`src/rtl/demux_pkg.sv`:
```
`default_nettype none
// ============================================================================
// Module   : demux_pkg
// Brief    : Shared constants and slot state type for the 1-to-4 stream demux.
// Revision : 1.0
// ============================================================================
package demux_pkg;

    localparam int NUM_CH = 4;
    localparam int SEL_W  = 2;
    localparam int CNT_W  = 8;

    typedef enum logic [0:0] {
        EMPTY = 1'b0,
        FULL  = 1'b1
    } slot_state_e;

endpackage : demux_pkg
`default_nettype wire

```
`src/rtl/demux_1to4_stream_if.sv`:
```
`default_nettype none
// ============================================================================
// Module   : demux_1to4_stream_if
// Brief    : Input stream and four output channels of the 1-to-4 demux.
//            Counter signals exist only when DEMUX_CNT_EN is defined.
// Revision : 1.0
// ============================================================================
interface demux_1to4_stream_if #(
    parameter int WIDTH = 4
);
    import demux_pkg::*;

    logic [WIDTH-1:0]  in_data;
    logic [SEL_W-1:0]  in_sel;
    logic              in_valid;
    logic              in_ready;
    logic [WIDTH-1:0]  a;
    logic [WIDTH-1:0]  b;
    logic [WIDTH-1:0]  c;
    logic [WIDTH-1:0]  d;
    logic [NUM_CH-1:0] out_valid;
    logic [NUM_CH-1:0] out_ready;
`ifdef DEMUX_CNT_EN
    logic [CNT_W-1:0]  cnt_a;
    logic [CNT_W-1:0]  cnt_b;
    logic [CNT_W-1:0]  cnt_c;
    logic [CNT_W-1:0]  cnt_d;

    modport master (
        output in_data, in_sel, in_valid, out_ready,
        input  in_ready, a, b, c, d, out_valid, cnt_a, cnt_b, cnt_c, cnt_d
    );
    modport slave (
        input  in_data, in_sel, in_valid, out_ready,
        output in_ready, a, b, c, d, out_valid, cnt_a, cnt_b, cnt_c, cnt_d
    );
`else
    modport master (
        output in_data, in_sel, in_valid, out_ready,
        input  in_ready, a, b, c, d, out_valid
    );
    modport slave (
        input  in_data, in_sel, in_valid, out_ready,
        output in_ready, a, b, c, d, out_valid
    );
`endif

endinterface : demux_1to4_stream_if
`default_nettype wire

```
`src/rtl/demux_slot.sv`:
```
`default_nettype none
// ============================================================================
// Module   : demux_slot
// Brief    : One-entry valid/ready register slot for a single demux channel,
//            with an accepted-beat counter when DEMUX_CNT_EN is defined.
// Revision : 1.0
// ============================================================================
module demux_slot
    import demux_pkg::*;
#(
    parameter int WIDTH = 4
) (
    input  wire logic             clk,
    input  wire logic             rst,
    input  wire logic             load,
    input  wire logic [WIDTH-1:0] in_data,
    input  wire logic             out_ready,
    output logic                  out_valid,
    output logic [WIDTH-1:0]      data
`ifdef DEMUX_CNT_EN
    ,
    output logic [CNT_W-1:0]      cnt
`endif
);

    slot_state_e      r_state;
    slot_state_e      w_state_nxt;
    logic [WIDTH-1:0] r_data;

    always_ff @(posedge clk or posedge rst) begin
        if (rst) r_state <= EMPTY;
        else     r_state <= w_state_nxt;
    end

    // A load while FULL implies the consumer drained this cycle, so we stay FULL.
    always_comb begin
        w_state_nxt = r_state;
        case (r_state)
            EMPTY:   if (load)               w_state_nxt = FULL;
            FULL:    if (out_ready && !load) w_state_nxt = EMPTY;
            default:                         w_state_nxt = EMPTY;
        endcase
    end

    always_comb begin
        out_valid = (r_state == FULL);
    end

    always_ff @(posedge clk or posedge rst) begin
        if (rst)       r_data <= '0;
        else if (load) r_data <= in_data;
    end

    assign data = r_data;

`ifdef DEMUX_CNT_EN
    logic [CNT_W-1:0] r_cnt;

    always_ff @(posedge clk or posedge rst) begin
        if (rst)       r_cnt <= '0;
        else if (load) r_cnt <= r_cnt + 1'b1;
    end

    assign cnt = r_cnt;
`endif

endmodule : demux_slot
`default_nettype wire

```
`src/rtl/demux_1to4_stream.sv`:
```
`default_nettype none
// ============================================================================
// Module   : demux_1to4_stream
// Brief    : Registered 1-to-4 stream demux; select decode and in_ready only,
//            per-channel storage lives in demux_slot. Option: DEMUX_CNT_EN.
// Revision : 1.0
// ============================================================================
module demux_1to4_stream
    import demux_pkg::*;
#(
    parameter int WIDTH = 4
) (
    input  wire logic           clk,
    input  wire logic           rst,
    demux_1to4_stream_if.slave  bus
);

    logic [NUM_CH-1:0] w_valid;
    logic [NUM_CH-1:0] w_load;
    logic [WIDTH-1:0]  w_data [NUM_CH];
    logic              w_in_ready;
    logic              w_accept;

    // Only the selected slot gates acceptance; other channels never stall input.
    assign w_in_ready = !w_valid[bus.in_sel] || bus.out_ready[bus.in_sel];
    assign w_accept   = bus.in_valid && w_in_ready;

`ifdef DEMUX_CNT_EN
    logic [CNT_W-1:0] w_cnt [NUM_CH];
`endif

    for (genvar k = 0; k < NUM_CH; k++) begin : g_slot
        assign w_load[k] = w_accept && (bus.in_sel == SEL_W'(k));

        demux_slot #(
            .WIDTH     (WIDTH)
        ) u_slot (
            .clk       (clk),
            .rst       (rst),
            .load      (w_load[k]),
            .in_data   (bus.in_data),
            .out_ready (bus.out_ready[k]),
            .out_valid (w_valid[k]),
            .data      (w_data[k])
`ifdef DEMUX_CNT_EN
            ,
            .cnt       (w_cnt[k])
`endif
        );
    end

    assign bus.in_ready  = w_in_ready;
    assign bus.out_valid = w_valid;
    assign bus.a         = w_data[0];
    assign bus.b         = w_data[1];
    assign bus.c         = w_data[2];
    assign bus.d         = w_data[3];

`ifdef DEMUX_CNT_EN
    assign bus.cnt_a = w_cnt[0];
    assign bus.cnt_b = w_cnt[1];
    assign bus.cnt_c = w_cnt[2];
    assign bus.cnt_d = w_cnt[3];
`endif

endmodule : demux_1to4_stream
`default_nettype wire

```
`src/flat_wrapper.sv`:
```
// flat-port wrapper written by rule: the top's interface ports become plain ports
module demux_1to4_stream_flat import demux_pkg::*;
#(
    parameter int WIDTH = 4
)
  (clk, rst, bus_in_data, bus_in_sel, bus_in_valid, bus_out_ready, bus_in_ready, bus_a, bus_b, bus_c, bus_d, bus_out_valid);
  demux_1to4_stream_if #(.WIDTH(WIDTH)) bus_i ();
  input  wire logic clk;
  input  wire logic rst;
  input wire logic [$bits(bus_i.in_data)-1:0] bus_in_data;
  input wire logic [$bits(bus_i.in_sel)-1:0] bus_in_sel;
  input wire logic [$bits(bus_i.in_valid)-1:0] bus_in_valid;
  input wire logic [$bits(bus_i.out_ready)-1:0] bus_out_ready;
  output wire logic [$bits(bus_i.in_ready)-1:0] bus_in_ready;
  output wire logic [$bits(bus_i.a)-1:0] bus_a;
  output wire logic [$bits(bus_i.b)-1:0] bus_b;
  output wire logic [$bits(bus_i.c)-1:0] bus_c;
  output wire logic [$bits(bus_i.d)-1:0] bus_d;
  output wire logic [$bits(bus_i.out_valid)-1:0] bus_out_valid;
  assign bus_i.in_data = bus_in_data;
  assign bus_i.in_sel = bus_in_sel;
  assign bus_i.in_valid = bus_in_valid;
  assign bus_i.out_ready = bus_out_ready;
  assign bus_in_ready = bus_i.in_ready;
  assign bus_a = bus_i.a;
  assign bus_b = bus_i.b;
  assign bus_c = bus_i.c;
  assign bus_d = bus_i.d;
  assign bus_out_valid = bus_i.out_valid;
  demux_1to4_stream #(.WIDTH(WIDTH)) u_core (.clk(clk), .rst(rst), .bus(bus_i));
endmodule
```
`config.mk`:
```
export PLATFORM = sky130hd
export DESIGN_NAME = demux_1to4_stream_flat
export DESIGN_NICKNAME = d
export VERILOG_FILES = /design/src/rtl/demux_pkg.sv /design/src/rtl/demux_1to4_stream_if.sv /design/src/rtl/demux_slot.sv /design/src/rtl/demux_1to4_stream.sv /design/src/flat_wrapper.sv
export SDC_FILE = /design/constraint.sdc
export NUM_CORES = 1
export LEC_CHECK = 0
export ABC_AREA = 1
export ABC_CLOCK_PERIOD_IN_PS = 1300
export CAP_MARGIN = 20
export CELL_PAD_IN_SITES_DETAIL_PLACEMENT = 1
export CELL_PAD_IN_SITES_GLOBAL_PLACEMENT = 1
export CORE_UTILIZATION = 30
export CTS_BUF_LIST = sky130_fd_sc_hd__clkbuf_4 sky130_fd_sc_hd__clkbuf_8
export DETAILED_ROUTE_END_ITERATION = 16
export PLACE_DENSITY = 0.89
export REMOVE_ABC_BUFFERS = 1
export SYNTH_ARGS = -nofsm -noshare
export SYNTH_HDL_FRONTEND = slang
export SYNTH_SLANG_ARGS = --single-unit
```
`constraint.sdc`:
```
create_clock -name clk -period 1.3 [get_ports clk]
set_input_delay 0.325 -clock clk [delete_from_list [all_inputs] [get_ports clk]]
set_output_delay 0.325 -clock clk [all_outputs]
set_load 0.02 [all_outputs]
```
==> results of run 1 <==
==> layer usage <==
layer	share of wire [%]	wire (µm)	vias up	global-route usage, %
met4	3.5	136	0	7.82
met5	0	0	-	0
met2	52	2020	53	32.9
met1	38	1480	536	21.7
li1	-	-	478	-
met3	5.9	228	14	4.15
==> cells in the final DEF (no fill, tap or decap) <==
cell,n
sky130_fd_sc_hd__buf_12,2
sky130_fd_sc_hd__buf_2,18
sky130_fd_sc_hd__buf_4,16
sky130_fd_sc_hd__buf_6,9
sky130_fd_sc_hd__buf_8,1
sky130_fd_sc_hd__bufinv_16,1
sky130_fd_sc_hd__clkbuf_16,1
sky130_fd_sc_hd__clkbuf_4,3
sky130_fd_sc_hd__clkdlybuf4s50_1,6
sky130_fd_sc_hd__dfrtp_1,20
sky130_fd_sc_hd__dlygate4sd2_1,4
sky130_fd_sc_hd__inv_1,7
sky130_fd_sc_hd__inv_2,1
sky130_fd_sc_hd__nand2_1,31
sky130_fd_sc_hd__nand2_2,14
sky130_fd_sc_hd__nand2_4,1
sky130_fd_sc_hd__nand3_1,1
sky130_fd_sc_hd__nand3_2,2
sky130_fd_sc_hd__nand3_4,4
sky130_fd_sc_hd__nand4_1,16
sky130_fd_sc_hd__nor2_1,2
sky130_fd_sc_hd__nor2_2,1
sky130_fd_sc_hd__nor2_4,1
sky130_fd_sc_hd__o21ai_2,4
==> stage by stage <==
stage          setup slack, ps  power (µW)  util [%]  cell area [µm²]
6_report                  -254        2100      51.8             1600
5_1_grt                   -307        2170      51.8             1600
4_1_cts                   -191        1940      46.9             1440
3_5_place_dp             -1010        1490      46.1             1420
3_3_place_gp              -898        1460      46.1             1420
2_1_floorplan             -195        1100         -              923
==> final cells by class <==
cell class / instances / area, µm²
Fill cell: 362 / 1480
Sequential cell: 20 / 500
Timing Repair Buffer: 57 / 487
Multi-Input combinational cell: 77 / 470
Tap cell: 44 / 55.1
Clock inverter: 1 / 30.0
Inverter: 8 / 30.0
Clock buffer: 3 / 22.5
==> worst register-to-register path, delay by kind of cell (launching register included) <==
family,cells,cell delay (ps)
simple gates,7,550
buf+inv,4,510
flops,1,400
==> power by group <==
group	switching, µW	internal [µW]
clock	238	312
sequential	75.1	732
combinational	434	305
==> registers in the layout, indices dropped and copies added (netlist names) <==
signal	count
u_core.g_slot.u_slot.data	16
u_core.g_slot.u_slot.out_valid	4
==> what timing repair did <==
item	CTS	global route
cloned	0	1
pin swaps	9	11
buffers inserted	3	9
setup endpoints to repair	41	29
resized for setup	108	37
hold endpoints to repair	0	0
==> how the worst min path moves through the flow <==
stage / end / from / slack, ps
finish: u_core.g_slot[0].u_slot.data[0]$_DFFE_PP0P_ / rst / 310
detailed placement: u_core.g_slot[0].u_slot.data[1]$_DFFE_PP0P_ / u_core.g_slot[0].u_slot.data[1]$_DFFE_PP0P_ / 460
global route: u_core.g_slot[0].u_slot.out_valid$_DFF_PP0_ / bus_out_ready[0] / 340
global placement: u_core.g_slot[2].u_slot.data[0]$_DFFE_PP0P_ / u_core.g_slot[2].u_slot.data[0]$_DFFE_PP0P_ / 460
CTS: u_core.g_slot[2].u_slot.data[2]$_DFFE_PP0P_ / rst / 330
floorplan: u_core.g_slot[0].u_slot.data[0]$_DFFE_PP0P_ / rst / 290
==> kinds of logic (layout without fill, tap and decap cells) <==
kind of cell	count (synthesis)	count (layout)	share of synthesized area, %
buf+inv	17	69	9.62
compound gates	4	4	2.03
flops	20	20	50.6
simple gates	73	73	37.7
==> Implementation_results.wiki, run 1 <==
{| class="wikitable"
! Metric !! Value
|-
| Overall die width || just under 60 µm
|-
| Maximum level of the CTS H-tree || 1
|-
| Layout cell share with drive strength beyond 1 || a little under half
|-
| Setup repair after global routing missed its margin || true
|-
| Yosys cell types || 16
|-
| Time the final worst path needs with I/O delays and setup || between 1500 and 2000 ps
|-
| Violated checks || setup timing
|-
| CTS tree || done
|-
| Number of clock sinks || 20
|-
| Library cell with the highest instance count after synthesis || sky130_fd_sc_hd__nand2_1
|-
| Max-slew violations || 0
|-
| Arrival time of the worst setup path || 1760 ps
|-
| Final RePlAce weighted congestion || 0.768
|-
| Worst Path Buf+Inv || 4
|-
| Count of hold buffers inserted by post-cts repair || 0
|-
| Worst path most repeated cell || sky130_fd_sc_hd__nand2_1
|-
| Warnings, synthesis || 0
|-
| Initial antenna violation count || 0
|-
| Pin count of the biggest net entering global routing || 21
|-
| Final setup violation count || 24
|-
| Worst relative slew slack || 77.0%
|-
| Number of global-route vias before repair || 1009
|-
| Capturing element of the worst setup path || u_core.g_slot[3].u_slot.data[1]$_DFFE_PP0P_
|-
| Area Overhead vs Synth || 61.4%
|-
| Total wire length || 3870 µm
|-
| Clock latency on the worst-skew pair || 330 ps
|-
| Most area-hungry cell type in the Yosys netlist || sky130_fd_sc_hd__dfrtp_1
|-
| CP Class || flop to flop
|-
| Vertical extent of the die || 59.4 µm
|-
| Required time at the worst-slack endpoint || 1510 ps
|-
| Gate Count Post-Synth || 114
|-
| Number of standard-cell rows in the floorplan || 20
|-
| Inserted Clock Buffers || 3
|-
| Die area || 3530 µm²
|-
| Wire length of the first global-routing pass || 4840 µm
|-
| Total leakage power || 0.000831 µW
|-
| Post-route non-filler standard cell count || 210
|-
| Ranking of synthesized cells by instance count || 45 x sky130_fd_sc_hd__nand2_1, 20 x sky130_fd_sc_hd__dfrtp_1, 16 x sky130_fd_sc_hd__nand4_1
|-
| Number of synthesized register bits || 20
|-
| Via count of the routed design || 1081
|-
| Worst path top cell family by delay || simple AND/OR/NAND/NOR gates
|-
| Worst hold slack || 310 ps
|-
| FFs w/ async S/R, synth || 100%
|-
| Source of the critical timing path || u_core.g_slot[1].u_slot.out_valid$_DFF_PP0_
|-
| Post-Synthesis Cell Area || 988 µm²
|-
| Antenna cells || 0
|-
| Top area cells in the synthesized netlist || sky130_fd_sc_hd__dfrtp_1 51%, sky130_fd_sc_hd__nand2_1 17%, sky130_fd_sc_hd__nand4_1 10%, sky130_fd_sc_hd__nand3_4 5.3%, sky130_fd_sc_hd__buf_4 4.6%
|-
| VDD IR-drop max || ~0.7 mV
|-
| Number of nets in the final layout || 180
|-
| Main synth FF type || sky130_fd_sc_hd__dfrtp_1
|-
| Area share of the largest cell type after synthesis || approximately half
|-
| Placed cells || 195
|-
| Logic depth of the worst setup path including buffers || 11
|-
| GRT Resource Usage Total || 18.7%
|-
| Setup slack of the most critical reg-to-reg path || -250 ps
|-
| Class of the worst hold path || input port to asynchronous set/reset pin
|-
| Sum of negative setup slack || -3890 ps
|-
| Maximum number of buffers from clock root to sink || 2
|-
| Number of cell instances on the worst register-to-register path || 11
|-
| Endpoints failing hold || 0
|-
| DRT Pass-1 Iters || 4
|-
| Mean instance size in the synthesized netlist || 8.67 µm²
|-
| Number of enable flip-flop cells after synthesis || 0
|-
| Critical Path, Cell by Cell || nand2_1 -> nand2_1 -> nand2_2 -> nand2_2 -> nand2_4 -> buf_4 -> buf_6 -> buf_12 -> buf_8 -> nand4_1 -> nand2_1
|-
| Transition at the pin with the smallest max-transition slack || 344 ps
|-
| Part of the Yosys area used for sequential elements || 50.6%
|-
| Capturing element type of the critical path || flop
|-
| Overflow after GRT || 0
|-
| Kind of launch point of the worst setup path || flop
|-
| Status || finished, violations left
|-
| Core outline area || 3080 µm²
|-
| Final period util || 120%
|-
| Largest clock skew in the final design || 21.1 ps
|-
| Count of boundary I/O pins || 34
|-
| Worst Setup Slack, final || -254 ps
|-
| RR Endpoint || u_core.g_slot[3].u_slot.data[1]$_DFFE_PP0P_
|-
| Number of I/O port buffers || 33
|-
| Number of design-rule violations left by the first detailed-router iteration || 22
|-
| Worst flop-to-flop path startpoint || u_core.g_slot[1].u_slot.out_valid$_DFF_PP0_
|-
| Via density per instance || ~5.1
|-
| Initial Util || around a third
|-
| Maximum fanout count along the critical path || 6
|-
| Number of design rule violations left after detail routing || 0
|-
| Antenna Violating Nets Remaining || 0
|-
| CTS root buf || sky130_fd_sc_hd__clkbuf_4
|-
| Dpl hpwl || 2200 µm
|-
| Largest stage delay on the critical path || 400 ps
|-
| Critical path's slowest cell || sky130_fd_sc_hd__dfrtp_1
|-
| Clock-pin slew of the registers on the worst-case setup and hold paths || 150 ps
|-
| Routed length per placed instance || 18.4 µm
|-
| Power Density || 1310 nW/µm²
|-
| Max Clock Freq || 643 MHz
|-
| Total of max-cap violations || 0
|}
(Power assumes the default switching activity.)
==> run 2: changes to the inputs <==
--- a/config.mk
+++ b/config.mk
@@ -5,15 +5,15 @@
 export SDC_FILE = /design/constraint.sdc
 export NUM_CORES = 1
 export LEC_CHECK = 0
-export ABC_AREA = 1
 export ABC_CLOCK_PERIOD_IN_PS = 1300
 export CAP_MARGIN = 20
 export CELL_PAD_IN_SITES_DETAIL_PLACEMENT = 1
 export CELL_PAD_IN_SITES_GLOBAL_PLACEMENT = 1
-export CORE_UTILIZATION = 30
+export CORE_ASPECT_RATIO = 0.8
+export CORE_UTILIZATION = 31
 export CTS_BUF_LIST = sky130_fd_sc_hd__clkbuf_4 sky130_fd_sc_hd__clkbuf_8
 export DETAILED_ROUTE_END_ITERATION = 16
-export PLACE_DENSITY = 0.89
+export PLACE_DENSITY = 0.88
 export REMOVE_ABC_BUFFERS = 1
 export SYNTH_ARGS = -nofsm -noshare
 export SYNTH_HDL_FRONTEND = slang
==> run 2 against run 1 <==
The flow still finishes with violations (setup timing). Flip-flop and latch count unchanged. Sequential share of layout area rose by 4.3 points. Worst hold slack better by 25 ps. Routed wire length is 44% lower. Via count shrank 40%. Clock-buffer cell count is the same. Synthesized area fell by 12%. Register-to-register slack improved by 180 ps. Critical endpoint is now bus_in_ready.
==> Implementation_results.wiki, run 2 <==
{| class="wikitable"
! Metric !! Value
|-
| Dpl hpwl || 1530 µm (-30%)
|-
| Arrival time of the worst setup path || 1410 ps (-350 ps)
|-
| Worst Path Buf+Inv || 1 (-3)
|-
| Ranking of synthesized cells by instance count || 20 x sky130_fd_sc_hd__dfrtp_1, 12 x sky130_fd_sc_hd__mux2_2, 5 x sky130_fd_sc_hd__nand2_1
|-
| Number of cell instances on the worst register-to-register path || 5 (-6)
|-
| Total wire length || 2150 µm (-44%)
|-
| Area Overhead vs Synth || 60.8%
|-
| Library cell with the highest instance count after synthesis || sky130_fd_sc_hd__dfrtp_1
|-
| Setup slack of the most critical reg-to-reg path || -70 ps (+180 ps)
|-
| Antenna cells || 0 (unchanged)
|-
| Via density per instance || 4.48 (-13%)
|-
| Area share of the largest cell type after synthesis || 57.4% (+6.8 points)
|-
| Maximum fanout count along the critical path || 3 (-3)
|-
| Time the final worst path needs with I/O delays and setup || 1730 ps (+177 ps)
|-
| Number of clock sinks || 20 (unchanged)
|-
| Class of the worst hold path || input port to asynchronous set/reset pin
|-
| Clock-pin slew of the registers on the worst-case setup and hold paths || 110 ps (-40 ps)
|-
| Largest clock skew in the final design || 10.8 ps (-10.3 ps)
|-
| Overall power || 1730 µW (-18%)
|-
| Worst flop-to-flop path startpoint || u_core.g_slot[3].u_slot.out_valid$_DFF_PP0_
|-
| Number of standard-cell rows in the floorplan || 16 (-20%)
|-
| FFs w/ async S/R, synth || 100% (unchanged)
|-
| Inserted Clock Buffers || 3 (unchanged)
|-
| VDD IR-drop max || 0.741 mV (+8.0%)
|-
| Xor/xnor share of the synthesized area || 0% (unchanged)
|-
| Total leakage power || 0.000711 µW (-15%)
|-
| Mean instance size in the synthesized netlist || 14.8 µm² (+70%)
|-
| GRT Resource Usage Total || 16.8% (-1.9 points)
|-
| Number of I/O port buffers || 33 (unchanged)
|-
| Area fraction in compound gates after synthesis || 0.574% (-1.5 points)
|-
| Most area-hungry cell type in the Yosys netlist || sky130_fd_sc_hd__dfrtp_1
|-
| Max Clock Freq || 578 MHz (-10%)
|-
| Transition at the pin with the smallest max-transition slack || 275 ps (-69.8 ps)
|-
| Largest stage delay on the critical path || 470 ps (+70 ps)
|-
| Vertical extent of the die || 49.4 µm (-17%)
|-
| Total of max-cap violations || 0 (unchanged)
|-
| Worst path top cell family by delay || multiplexers
|-
| Clock latency on the worst-skew pair || 300 ps (-30 ps)
|-
| Count of boundary I/O pins || 34 (unchanged)
|-
| Commonest cells after routing, fill and taps aside || 20 x sky130_fd_sc_hd__dfrtp_1, 16 x sky130_fd_sc_hd__buf_2, 14 x sky130_fd_sc_hd__buf_6, 12 x sky130_fd_sc_hd__mux2_4, 11 x sky130_fd_sc_hd__buf_4
|-
| Final core utilization || 54.7% (+2.9 points)
|-
| CTS tree || done
|-
| Number of enable flip-flop cells after synthesis || 0 (unchanged)
|-
| Core outline area || 2560 µm² (-17%)
|-
| Initial Util || 34.0% (+1.9 points)
|-
| Via count of the routed design || 654 (-40%)
|-
| Gate Count Post-Synth || 59 (-48%)
|-
| Violated checks || setup timing
|-
| Warnings, synthesis || 0 (unchanged)
|-
| Final RePlAce weighted congestion || 0.679 (-12%)
|-
| Filler instances || 296 (-18%)
|-
| Initial antenna violation count || 0 (unchanged)
|-
| Critical Path, Cell by Cell || nand2b_4 -> mux4_2 -> buf_6
|-
| Worst hold slack || 335 ps (+25.1 ps)
|-
| Number of design rule violations left after detail routing || 0 (unchanged)
|-
| Overall die width || 61.3 µm (+3.2%)
|-
| Largest family of logic cells by synthesized area || multiplexers
|-
| Layout Cell Area excl Fill || 1400 µm² (-12%)
|-
| Status || finished, violations left
|-
| RR Endpoint || u_core.g_slot[3].u_slot.data[3]$_DFFE_PP0P_
|-
| Power Density || 1230 nW/µm² (-6.3%)
|-
| Sum of negative setup slack || -1170 ps (+2720 ps)
|-
| Number of nets in the final layout || 125 (-31%)
|-
| Die area || 3030 µm² (-14%)
|-
| Maximum level of the CTS H-tree || 1 (unchanged)
|-
| Layout cell share with drive strength beyond 1 || 63.6% (+16 points)
|-
| Wire length of the first global-routing pass || 3580 µm (-26%)
|-
| Number of synthesized register bits || 20 (unchanged)
|-
| Overflow after GRT || 0 (unchanged)
|-
| Area share of fa/ha/maj cells after synthesis || 0% (unchanged)
|-
| Final setup violation count || 14 (-42%)
|-
| Capturing element type of the critical path || output port
|-
| CP Class || flop to output port
|-
| Yosys cell types || 16 (unchanged)
|-
| Most common cell after layout, fill and taps aside || sky130_fd_sc_hd__dfrtp_1
|-
| Endpoints failing hold || 0 (unchanged)
|-
| Top area cells in the synthesized netlist || sky130_fd_sc_hd__dfrtp_1 57%, sky130_fd_sc_hd__mux2_2 15%, sky130_fd_sc_hd__mux2_4 6.9%, sky130_fd_sc_hd__buf_4 3.4%, sky130_fd_sc_hd__nand2b_1 2.9%
|-
| Critical path's slowest cell || sky130_fd_sc_hd__mux4_2
|-
| Routed length per placed instance || 14.7 µm (-20%)
|-
| Number of global-route vias before repair || 730 (-28%)
|-
| DRT Pass-1 Iters || 2 (-2)
|-
| Portion of netlist area occupied by mux cells || 25.0% (+25 points)
|-
| Setup repair after global routing missed its margin || true
|-
| Kind of launch point of the worst setup path || flop
|-
| Antenna Violating Nets Remaining || 0 (unchanged)
|-
| Part of the Yosys area used for sequential elements || 57.4% (+6.8 points)
|-
| Max-slew violations || 0 (unchanged)
|-
| Count of hold buffers inserted by post-cts repair || 0 (unchanged)
|-
| Number of flip-flops in the largest register || 16 (unchanged)
|-
| Area fraction in and, or, nand and nor cells after synthesis || 11.9% (-26 points)
|-
| Placed inst area || 1300 µm² (-8.6%)
|-
| Maximum number of buffers from clock root to sink || 2 (unchanged)
|-
| Main synth FF type || sky130_fd_sc_hd__dfrtp_1
|-
| CTS root buf || sky130_fd_sc_hd__clkbuf_4
|-
| Worst Setup Slack, final || -431 ps (-177 ps)
|-
| Worst relative slew slack || 81.6% (+4.7 points)
|-
| Required time at the worst-slack endpoint || 980 ps (-530 ps)
|-
| Number of design-rule violations left by the first detailed-router iteration || 3 (-86%)
|-
| Post-Synthesis Cell Area || 872 µm² (-12%)
|-
| Pin count of the biggest net entering global routing || 21 (unchanged)
|-
| Final period util || 133% (+14 points)
|}
## run 2: cell count changes after synthesis, moves of 2 or more
cell	change
sky130_fd_sc_hd__buf_4	-2
sky130_fd_sc_hd__inv_1	-6
sky130_fd_sc_hd__mux2_2	+12
sky130_fd_sc_hd__mux2_4	+4
sky130_fd_sc_hd__nand2_1	-40
sky130_fd_sc_hd__nand2b_1	+4
sky130_fd_sc_hd__nand3_1	-3
sky130_fd_sc_hd__nand3_4	-3
sky130_fd_sc_hd__nand4_1	-16
sky130_fd_sc_hd__nor2_1	-2
sky130_fd_sc_hd__o21ai_0	-3
## run 2: per-layer routing
layer,track usage [%],vias up,part of all wire [%]
met1,20.3,325,41
met5,0,-,0
li1,-,301,-
met2,27.7,24,51
met4,4.55,0,1.1
met3,6.10,4,7.1
## run 2: layout make-up
cell class              instances  area [µm²]  share of cell area, %
multi-input cells              33         399                   28.5
well taps                      36        45.0                   3.21
clock buffers                   3        22.5                   1.61
flip-flops and latches         20         500                   35.7
repair buffers                 53         432                   30.8
inverters                       1        3.75                  0.268
## run 2: power breakdown
part           switching (µW)  internal, µW
Sequential               65.2           736
Combinational             298           335
Clock                     185           108
## run 2: cells by family (layout without fill, tap and decap cells)
logic type	after synthesis	after routing
simple gates	15	15
flops	20	20
compound gates	1	1
mux	17	17
buf+inv	6	57
## run 2: how the worst max path moves through the flow
stage                                                      startpoint            to  slack [ps]  cells after the start
after floorplan           u_core.g_slot[3].u_slot.out_valid$_DFF_PP0_  bus_in_ready        -110                      2
after global placement                               bus_out_ready[1]  bus_in_ready        -940                      4
after detailed placement                             bus_out_ready[3]  bus_in_ready        -940                      4
after CTS                 u_core.g_slot[1].u_slot.out_valid$_DFF_PP0_  bus_in_ready        -430                      3
after global routing      u_core.g_slot[1].u_slot.out_valid$_DFF_PP0_  bus_in_ready        -480                      3
final                     u_core.g_slot[1].u_slot.out_valid$_DFF_PP0_  bus_in_ready        -430                      3
## run 2: worst register-to-register path: stages (launching register included)
cell and delay (ps):
sky130_fd_sc_hd__dfrtp_1 430, sky130_fd_sc_hd__nand2b_4 80, sky130_fd_sc_hd__buf_4 100, sky130_fd_sc_hd__buf_4 90, sky130_fd_sc_hd__nor2b_4 220, sky130_fd_sc_hd__mux2_2 350
## run 2: stage by stage
stage / std cells / worst slack (ps)
2_1_floorplan: 54 / -106
3_3_place_gp: 135 / -940
3_5_place_dp: 135 / -939
4_1_cts: 142 / -429
5_1_grt: 146 / -479
6_report: 146 / -431
## run 2: timing repair
item                       in CTS  in global routing
buffers inserted                5                  6
setup endpoints to repair      37                 34
cloned                          0                  0
gates resized for setup       101                 26
